## src/rtl/cr_kme_drng_guid_fetch.sv

```systemverilog
// Consumer-side controller for the KME AES-256 DRNG: reseeds on demand, pops two
// 128-bit words from the DRNG FIFO and presents them as one 256-bit GUID.
module cr_kme_drng_guid_fetch #(
  parameter int unsigned TIMEOUT_CYCLES = 1024
) (
  input  logic         clk,
  input  logic         rst,
  input  logic         guid_req,
  output logic         guid_valid,
  output logic [255:0] guid,
  input  logic         guid_ack,
  input  logic [383:0] cfg_seed,
  input  logic [47:0]  cfg_seed_life,
  input  logic         seed_expired,
  input  logic         drng_valid,
  input  logic [127:0] drng_256_out,
  output logic         drng_start,
  output logic [383:0] drng_seed,
  output logic [47:0]  drng_seed_life,
  output logic         drng_ack,
  output logic         guid_timeout,
  output logic [15:0]  reseed_count
);

  typedef enum logic [1:0] {
    IDLE    = 2'd0,
    SEED    = 2'd1,
    WAIT    = 2'd2,
    PRESENT = 2'd3
  } state_e;

  // The timeout pulse is registered, so it is armed one count early: the pulse
  // appears in the cycle the counter sits at TIMEOUT_CYCLES-1, which then wraps.
  localparam logic [15:0] TMO_LAST = 16'(TIMEOUT_CYCLES - 1);
  localparam logic [15:0] TMO_ARM  = 16'(TIMEOUT_CYCLES - 2);

  state_e         state_q, state_d;
  logic           half_q, half_d;
  logic [15:0]    tmo_cnt_q, tmo_cnt_d;
  logic [255:0]   guid_q, guid_d;
  logic [383:0]   seed_q, seed_d;
  logic [47:0]    seed_life_q, seed_life_d;
  logic [15:0]    reseed_cnt_q, reseed_cnt_d;
  logic           start_q, start_d;
  logic           guid_valid_q, guid_valid_d;
  logic           timeout_q, timeout_d;
  logic           enter_seed;

  always_comb begin
    state_d      = state_q;
    half_d       = half_q;
    tmo_cnt_d    = tmo_cnt_q;
    guid_d       = guid_q;
    seed_d       = seed_q;
    seed_life_d  = seed_life_q;
    reseed_cnt_d = reseed_cnt_q;
    start_d      = 1'b0;
    timeout_d    = 1'b0;
    enter_seed   = 1'b0;

    case (state_q)
      IDLE: begin
        tmo_cnt_d = 16'd0;
        if (guid_req) begin
          if (seed_expired) begin
            enter_seed = 1'b1;
          end else begin
            state_d = WAIT;
            half_d  = 1'b0;
          end
        end
      end

      SEED: begin
        tmo_cnt_d = 16'd0;
        state_d   = WAIT;
      end

      // A valid FIFO word always wins over a pending reseed so the FIFO drains first.
      WAIT: begin
        if (drng_valid) begin
          tmo_cnt_d = 16'd0;
          if (!half_q) begin
            guid_d[127:0] = drng_256_out;
            half_d        = 1'b1;
          end else begin
            guid_d[255:128] = drng_256_out;
            state_d         = PRESENT;
          end
        end else if (seed_expired) begin
          tmo_cnt_d  = 16'd0;
          enter_seed = 1'b1;
        end else begin
          timeout_d = (tmo_cnt_q == TMO_ARM);
          tmo_cnt_d = (tmo_cnt_q == TMO_LAST) ? 16'd0 : tmo_cnt_q + 16'd1;
        end
      end

      PRESENT: begin
        tmo_cnt_d = 16'd0;
        if (guid_ack) begin
          state_d = IDLE;
          half_d  = 1'b0;
        end
      end

      default: begin
        state_d   = IDLE;
        half_d    = 1'b0;
        tmo_cnt_d = 16'd0;
      end
    endcase

    if (enter_seed) begin
      state_d      = SEED;
      start_d      = 1'b1;
      seed_d       = cfg_seed;
      seed_life_d  = cfg_seed_life;
      reseed_cnt_d = (reseed_cnt_q == 16'hFFFF) ? reseed_cnt_q : reseed_cnt_q + 16'd1;
    end

    guid_valid_d = (state_d == PRESENT);
  end

  always_ff @(posedge clk) begin
    if (rst) begin
      state_q      <= IDLE;
      half_q       <= 1'b0;
      tmo_cnt_q    <= 16'd0;
      guid_q       <= '0;
      seed_q       <= '0;
      seed_life_q  <= '0;
      reseed_cnt_q <= 16'd0;
      start_q      <= 1'b0;
      guid_valid_q <= 1'b0;
      timeout_q    <= 1'b0;
    end else begin
      state_q      <= state_d;
      half_q       <= half_d;
      tmo_cnt_q    <= tmo_cnt_d;
      guid_q       <= guid_d;
      seed_q       <= seed_d;
      seed_life_q  <= seed_life_d;
      reseed_cnt_q <= reseed_cnt_d;
      start_q      <= start_d;
      guid_valid_q <= guid_valid_d;
      timeout_q    <= timeout_d;
    end
  end

  // Pop is gated by reset so a reset cycle never consumes a FIFO word.
  assign drng_ack       = !rst && (state_q == WAIT) && drng_valid;
  assign guid_valid     = guid_valid_q;
  assign guid           = guid_q;
  assign drng_start     = start_q;
  assign drng_seed      = seed_q;
  assign drng_seed_life = seed_life_q;
  assign guid_timeout   = timeout_q;
  assign reseed_count   = reseed_cnt_q;

endmodule
```

## config.mk

```make
export PLATFORM = sky130hd
export DESIGN_NAME = cr_kme_drng_guid_fetch
export DESIGN_NICKNAME = d
export VERILOG_FILES = /design/src/rtl/cr_kme_drng_guid_fetch.sv
export SDC_FILE = /design/constraint.sdc
export NUM_CORES = 1
export LEC_CHECK = 0
export ABC_AREA = 1
export ABC_CLOCK_PERIOD_IN_PS = 1400
export CAP_MARGIN = 20
export CORE_AREA = 2 2 490 492
export DETAILED_ROUTE_END_ITERATION = 10
export DIE_AREA = 0 0 492 494
export SYNTH_ARGS = -nofsm -noshare
export SYNTH_HDL_FRONTEND = slang
export SYNTH_SLANG_ARGS = --single-unit
```

## constraint.sdc

```tcl
create_clock -name clk -period 1.4 [get_ports clk]
set_input_delay 0.35 -clock clk [delete_from_list [all_inputs] [get_ports clk]]
set_output_delay 0.35 -clock clk [all_outputs]
set_load 0.1 [all_outputs]
```

Word level (Yosys, flattened, before mapping)
Index checks and enable logic that the tools add are counted.
- output and inout bits: 708
- word-level logic and storage cells: 59
- register bits: 726
- bits of input ports: 566
- equal/unequal tests: 11
- add/subtract/negate cells: 2
- bitwise gates (word level): 3
- reductions and logical operators: 11
- muxes and demuxes: 21
- operator list (operator ; count):
    $mux W16 ; 3
    $add A16 B1 Y16 const B ; 2
    $eq A16 B10 Y1 const B ; 2
    $pmux W16 S2 ; 1
    $eq A16 B16 Y1 const B ; 1
    $mux W2 ; 6
    $mux W1 ; 8
    $ne A2 B2 Y1 const B ; 4
    $pmux W2 S4 ; 1
    $eq A2 B2 Y1 const B ; 3
    $reduce_and A3 Y1 ; 2
    $reduce_and A5 Y1 ; 1
    $reduce_or A4 Y1 ; 1
    $not A1 Y1 ; 3
    $pmux W1 S3 ; 1
    $reduce_bool A3 Y1 ; 1
    $reduce_or A3 Y1 ; 1
    $eq A2 B1 Y1 const B ; 1
    $logic_and A1 B1 Y1 ; 2
    $logic_not A2 Y1 ; 1
    $pmux W1 S2 ; 1
    $reduce_and A2 Y1 ; 1
    $logic_not A1 Y1 ; 1

Longest topological paths before layout
Gate-level depths: netlist of the first run.
- depth after elaboration: 5
- depth in mapped cells: 9
- mapped depth without buffers: 9

Worst setup path before layout of the first run
No wires, ideal clock.
- path kind: flip-flop to flip-flop
- start: reg reseed_cnt_q[0], in the netlist reseed_count[0]
- end: reg reseed_cnt_q[0], in the netlist reseed_count[0]
- path buffers: 1
- arrival: 2.233 ns
- setup time: 0.117 ns
- cell stages (with the launch flop): 10
- data required time: 1.283 ns
- path slack: -0.950 ns
- path through: dfxtp_1 -> ha_1 -> nand2_1 -> nor2_1 -> nand2_1 -> nor2_1 -> nor2_4 -> buf_4 -> nor2_1 -> nor2_1
- longest elaborated chain between the ends: 3
- elaborated cells between the ends (all ways): 4
- classes of those cells: add/sub: 1; eq/ne: 1; bitwise: 1; reduce/logical: 1
- ends and longest elaborated chain (item ; RTL line ; source):
    from (decl) ; 43 ; logic [15:0] reseed_cnt_q, reseed_cnt_d;
    from (signal assigned) ; 144 ; reseed_cnt_q <= reseed_cnt_d;
    parallel branches: the longest is 3 deep, another holds $add A16 B1 Y16 ; -- ;
Parallel ways; which one is timed is not known.
A chain may end at the register's enable or synchronous reset.

Final worst setup path of the first run
- start: reg state_q[1]
- end: out drng_ack
- longest elaborated chain between the ends: 3
- ends and longest elaborated chain (item ; RTL line ; source):
    from (decl) ; 37 ; state_e state_q, state_d;
    from (signal assigned) ; 138 ; state_q <= state_d;
    $eq A2 B2 Y1 ; 152 ; assign drng_ack = !rst && (state_q == WAIT) && drng_valid;
    $logic_and A1 B1 Y1 (2 in a row) ; 152 ;
    to (decl) ; 20 ; output logic drng_ack,
Every way passes these cells.

==> results of run 1 <==
-- synth_stat cells, types with 11 or more instances --
cell      count  area, um^2
a21oi_1      20         100
nand2_1      85         319
nand4_1      11        68.8
o21ai_0     619        3100
buf_1        20        75.1
buf_2       115         576
nor2_1     1428        5360
nand3_1      22         110
dfxtp_1     726       14500
clkbuf_1     88         330
o21ai_1      77         385
inv_1        37         139
-- critical path: cells and delay by family, from the launching register on --
kind	cells	cell delay (ps)
buf+inv	3	320
flops	1	390
simple gates	3	220
-- cell families after synthesis --
logic type | count (synthesis)
xor gates and xnor gates | 11
AOI/OAI and AO/OA | 718
adders and majority gates | 3
buffers and inverters | 271
DFF | 726
and+or+nand+nor | 1558
-- worst max-delay path by stage --
stage / slack, ps / end / start
finish: -630 / drng_ack / state_q[1]
global route: -740 / drng_ack / state_q[0]
CTS: -750 / drng_ack / state_q[0]
detailed placement: -1160 / drng_seed[94] / seed_expired
global placement: -1160 / drng_seed[94] / drng_valid
floorplan: -160 / reseed_count[0] / reseed_count[0]
-- per-layer routing --
layer,track usage [%],routed length [um]
met5,0,16
met4,4.79,6220
met3,6.15,20200
met2,23.6,86700
met1,17.5,76100
-- stage by stage --
step	instances	TNS, ps	hold slack (ps)	total power, mW
final	8109	-436110	215	75.2
after global routing	8106	-563960	156	77.9
after CTS	8059	-575080	91.2	75.6
after detailed placement	7769	-595910	457	49.2
after global placement	7769	-588180	445	49.1
after floorplan	3287	-2250	429	37.2
-- flip-flops by register name, summed over array words and instances, names as in the netlist --
register / flops
drng_seed: 384
drng_seed_life: 48
drng_start: 1
guid: 256
guid_timeout: 1
guid_valid: 1
half_q: 1
reseed_count: 16
state_q: 2
tmo_cnt_q: 16
-- layout make-up --
type	instances	area [um^2]	share of cell area (%)
Antenna cell	15	37.5	0.0637
Clock buffer	129	2660	4.52
Clock inverter	42	395	0.671
Inverter	37	191	0.325
Multi-Input combinational cell	2291	10500	17.8
Sequential cell	726	15400	26.1
Tap cell	3167	3960	6.72
Timing Repair Buffer	1699	25700	43.6
Timing Repair inverter	3	66.3	0.113
-- layout by cell type (no fill, tap or decap), types with 20 or more instances in the layout --
cell type / instances
a21oi_1: 20
buf_12: 783
buf_16: 43
buf_4: 208
buf_6: 54
clkbuf_16: 113
clkbuf_8: 20
clkdlybuf4s50_1: 565
clkinv_2: 20
dfxtp_1: 283
dfxtp_2: 318
dfxtp_4: 125
inv_1: 31
nand2_1: 80
nand3_1: 20
nor2_1: 1281
nor2_2: 124
nor2_4: 24
o21ai_0: 504
o21ai_1: 141
o21ai_2: 43
-- power by group through the flow --
stage          Clock [mW]  Sequential (mW)  Combinational (mW)
6_report             24.1             24.2                26.8
5_1_grt              25.7             24.4                27.8
4_1_cts              24.9             24.2                26.5
3_5_place_dp            0             24.4                24.8
3_3_place_gp            0             24.4                24.7
2_1_floorplan           0             34.0                3.11
-- timing repair --
action / in CTS / in global routing
gates resized for setup: 768 / 313
gates cloned: 43 / 26
pin swaps: 93 / 198
setup buffers: 79 / 27
endpoints found under the setup margin: 1430 / 1434
==> results.ini, run 1 <==
[global_route]
grt_max_degree=47
antenna_found_initial=41
grt_pass1_wl_um=247000
grt_use_total_pct=14.6
grt_pass1_vias=29300
grt-ovfl-total=0

[power]
clockPowerShare_pct=32.1
p_switching_mw=29.1
seqPwrFrac_pct=32.2
power.density_mw_per_mm2=1280
switching_share_pct=38.7
comb_power_share_pct=35.7
cellLeakagePower_nw=22.3
internal_power_mw=46.1
ir_worst_vdd_v=0.000907

[critical_path]
critPathLaunchType=flip-flop
reg2reg_from=state_q[0]
crit_path_end_kind=output port
crit_chain=nand2_4, inv_4, buf_6, nand2_4, nor2_4, buf_12
critPathArrivalTime_ps=1680
crit_required_ps=1050
crit_top_cell=nand2_4
crit_slowest_cell=dfxtp_4
r2r-end=drng_seed[355]
cpPeakStageDelay_ps=390
critical_path_class=reg -> out
rr_worst_depth=13
r2r_setup_slack_ps=-560
path_max_fanout=3

[timing]
fmax_ghz=0.494
rsz0062_at_grt=yes
report.final.slew_viol_count=0
skew_ps=49.6
setup_viol=1432
layout_setup_ws_ps=-626
relSlewSlack_pct=57.1
finalHoldViolCount=0
min_period_ps=2030
period_share_pct=145
tightest_slew_ps=637

[detailed_routing]
first_pass_iters=6
drtIter0Drc=1716
via_per_inst=3.65
antenna_left=0
vias=29600
drt-total-wl_um=189000
route.detailed.drc=0
wire_per_inst_um=23.3

[status]
status=finished, violations left
violations=negative setup slack

[cts]
clk_latency_ps=730
cts_tree=yes
cts_buffers=91
ctsHtreeMaxLevel=3
cts-root-buf=clkbuf_16
cts_sinks=726
clkTransAtPathRegs_ps=60
cts_hold_buf=0
cts_buffer_depth=3

[hold_path]
min_path_type=in -> reg
holdPathStages=3
hp-start=cfg_seed[310]
min_to=drng_seed[310]

[cells_and_area]
areaGrowthSynthToFinish_pct=132
fillers=25200
nets=5418
fin_area_mm2=0.0589
drive_gt1_share_pct=39.6
fin_util_pct=24.8

[die]
coreArea_mm2=0.237
pin_count=1274
fp.dieArea_mm2=0.243
start_util_pct=10.7
chipHeight_um=494
die_w_um=492
rows=179

[logic_synthesis]
syn-num-nets=3856
synth_edf_count=0
ys_seq_elements=726
synthAdderAreaFrac_pct=0.148
ys_types=24
synth_top_family_by_area=simple AND/OR/NAND/NOR gates
synthCells=3287
synth_xor_area_share_pct=0.379
synthMuxAreaShare_pct=0
synth_flop_cell=dfxtp_1
yosysSeqAreaShare_pct=57.2
avgSynthCellArea_um2=7.73
synth-simple-area-share_pct=23.3
synth_async_sr_flop_share_pct=0
synth_compound_area_share_pct=14.2
yosysWarnings=0
synth_area_mm2=0.0254

[placement]
place.gp.congestion=0.918
dp_hpwl_um=147000
io_buffers=1273
placed_area_mm2=0.0511
pre_cts_ws_ps=-1160

[run]
cap_violations=0

Note: power is estimated with default switching activity, not from simulation.
==> run 2: changes to the inputs <==
--- a/config.mk
+++ b/config.mk
@@ -7,8 +7,9 @@
 export LEC_CHECK = 0
 export ABC_AREA = 1
 export ABC_CLOCK_PERIOD_IN_PS = 1400
-export CAP_MARGIN = 20
+export CAP_MARGIN = 15
 export CORE_AREA = 2 2 490 492
+export CTS_CLUSTER_DIAMETER = 100
 export DETAILED_ROUTE_END_ITERATION = 10
 export DIE_AREA = 0 0 492 494
 export SYNTH_ARGS = -nofsm -noshare
==> run 2 against run 1 <==
The run still ends with negative setup slack left. Final area increased by 0.30%. Non-clock buffer count fell by 5. Combinational power hardly changed. Clock-buffer cell count unchanged. Critical path type unchanged. Critical endpoint unchanged. Largest power group unchanged. Highest routed layer unchanged.
==> results.ini, run 2 (synthesized netlist as in run 1, its figures left out) <==
[status]
status=finished, violations left
violations=negative setup slack

[critical_path]
crit_top_cell=nand2_4
setup.worst_path.start=state_q[1]
cp_num_cells=6
critPathTopFamily=flip-flops
cp_num_buf_inv=3
reg2reg_from=state_q[0]
crit_path_end_kind=output port
rr_worst_depth=13
critical_path_class=reg -> out
critPathArrivalTime_ps=1680
crit_chain=nand2_4, inv_4, buf_6, nand2_4, nor2_4, buf_12
critPathLaunchType=flip-flop
crit_slowest_cell=dfxtp_4
crit_required_ps=1050
cpPeakStageDelay_ps=390
path_max_fanout=3

[cts]
cts_tree=yes
cts_hold_buf=0
cts_buffers=91
clk_latency_ps=740
cts-root-buf=clkbuf_16
cts_buffer_depth=3
cts_sinks=726
clkTransAtPathRegs_ps=60
ctsHtreeMaxLevel=3

[global_route]
grt_pass1_wl_um=246000
grt_max_degree=47
grt-ovfl-total=0
antenna_found_initial=43
grt_use_total_pct=14.5
grt_pass1_vias=29200

[placement]
io_buffers=1273
dp_hpwl_um=147000
place.gp.congestion=0.918
placed_area_mm2=0.0511
numPlacedInstances=7769

[timing]
min_period_ps=2030
finalHoldViolCount=0
fmax_ghz=0.493
period_share_pct=145
layout_setup_ws_ps=-627
relSlewSlack_pct=65.6
whs_ps=207
tightest_slew_ps=510
rsz0062_at_grt=yes
report.final.slew_viol_count=0
setup_viol=1432
skew_ps=49.0

[cells_and_area]
fin_util_pct=24.9
drive_gt1_share_pct=39.7
layout_commonest_cell=nor2_1
largest_register_ffs=384
final_cell_mix=nor2_1 (1318), buf_12 (789), clkdlybuf4s50_1 (565)
fin_area_mm2=0.0591
nets=5412
layout.cells.non_filler=8099
fillers=25200
areaGrowthSynthToFinish_pct=133

[hold_path]
holdPathStages=3
min_path_type=in -> reg
hp-start=cfg_seed[310]

[die]
fp.dieArea_mm2=0.243
chipHeight_um=494
coreArea_mm2=0.237
pin_count=1274
die_w_um=492
rows=179
start_util_pct=10.7

[detailed_routing]
vias=29500
drtIter0Drc=1683
first_pass_iters=5
route.detailed.drc=0
drt-total-wl_um=188000
wire_per_inst_um=23.3
via_per_inst=3.64
antenna_left=0

[power]
ir_worst_vdd_v=0.00104
power.density_mw_per_mm2=1280
cellLeakagePower_nw=22.4
power_mw=75.5

[run]
cap_violations=0

==> run 2: cell types whose count changed in the layout (fill, tap and decap cells not counted), sizes merged, moves of 2 or more <==
cell,before,now
clkinv,30,32
diode,15,11
clkbuf,149,152
bufbuf,8,4
clkinvlp,7,4
buf,1106,1102
==> run 2: layer usage <==
layer	routed length (um)	GRT usage, %
met1	76800	17.5
met2	86400	23.5
met3	19600	6.01
met4	5590	4.52
met5	27	0
==> run 2: power by group <==
part	total, mW	switching, mW	internal, mW
combinational	26.9	16.7	10.2
sequential	24.2	1.89	22.3
clock	24.4	10.6	13.8
total	75.5	29.2	46.4
==> run 2: timing repair <==
item | in CTS | in global routing
buffers inserted | 72 | 30
endpoints found under the setup margin | 1430 | 1434
endpoints found under the hold margin | 0 | 0
gates resized for setup | 783 | 366
pin swaps | 42 | 140
cloned | 36 | 30
==> run 2: stage by stage <==
stage	worst slack, ps	TNS, ps
6_report	-627	-435530
5_1_grt	-745	-561710
4_1_cts	-754	-556100
3_5_place_dp	-1160	-595910
3_3_place_gp	-1160	-588180
2_1_floorplan	-164	-2250
==> run 2: worst paths after layout <==
kind | slack (ps) | endpoint
min | 210 | drng_seed[310]
min reg2reg | 470 | tmo_cnt_q[14]
max | -630 | drng_ack
max reg2reg | -610 | drng_seed[332]
==> run 2: layout make-up <==
class	instances	area, um^2	area share, %
Timing Repair Buffer	1694	25700	43.5
Sequential cell	726	15400	26.0
Clock buffer	129	2670	4.52
Multi-Input combinational cell	2291	10700	18.1
Antenna cell	11	27.5	0.0466
Inverter	37	190	0.322
Timing Repair inverter	2	36.3	0.0614
Clock inverter	42	430	0.728
Tap cell	3167	3960	6.70
==> run 2: worst min-delay path, cell delays in order <==
cell and delay [ps]:
clkdlybuf4s50_1 400, o21ai_1 130, nor2_1 40
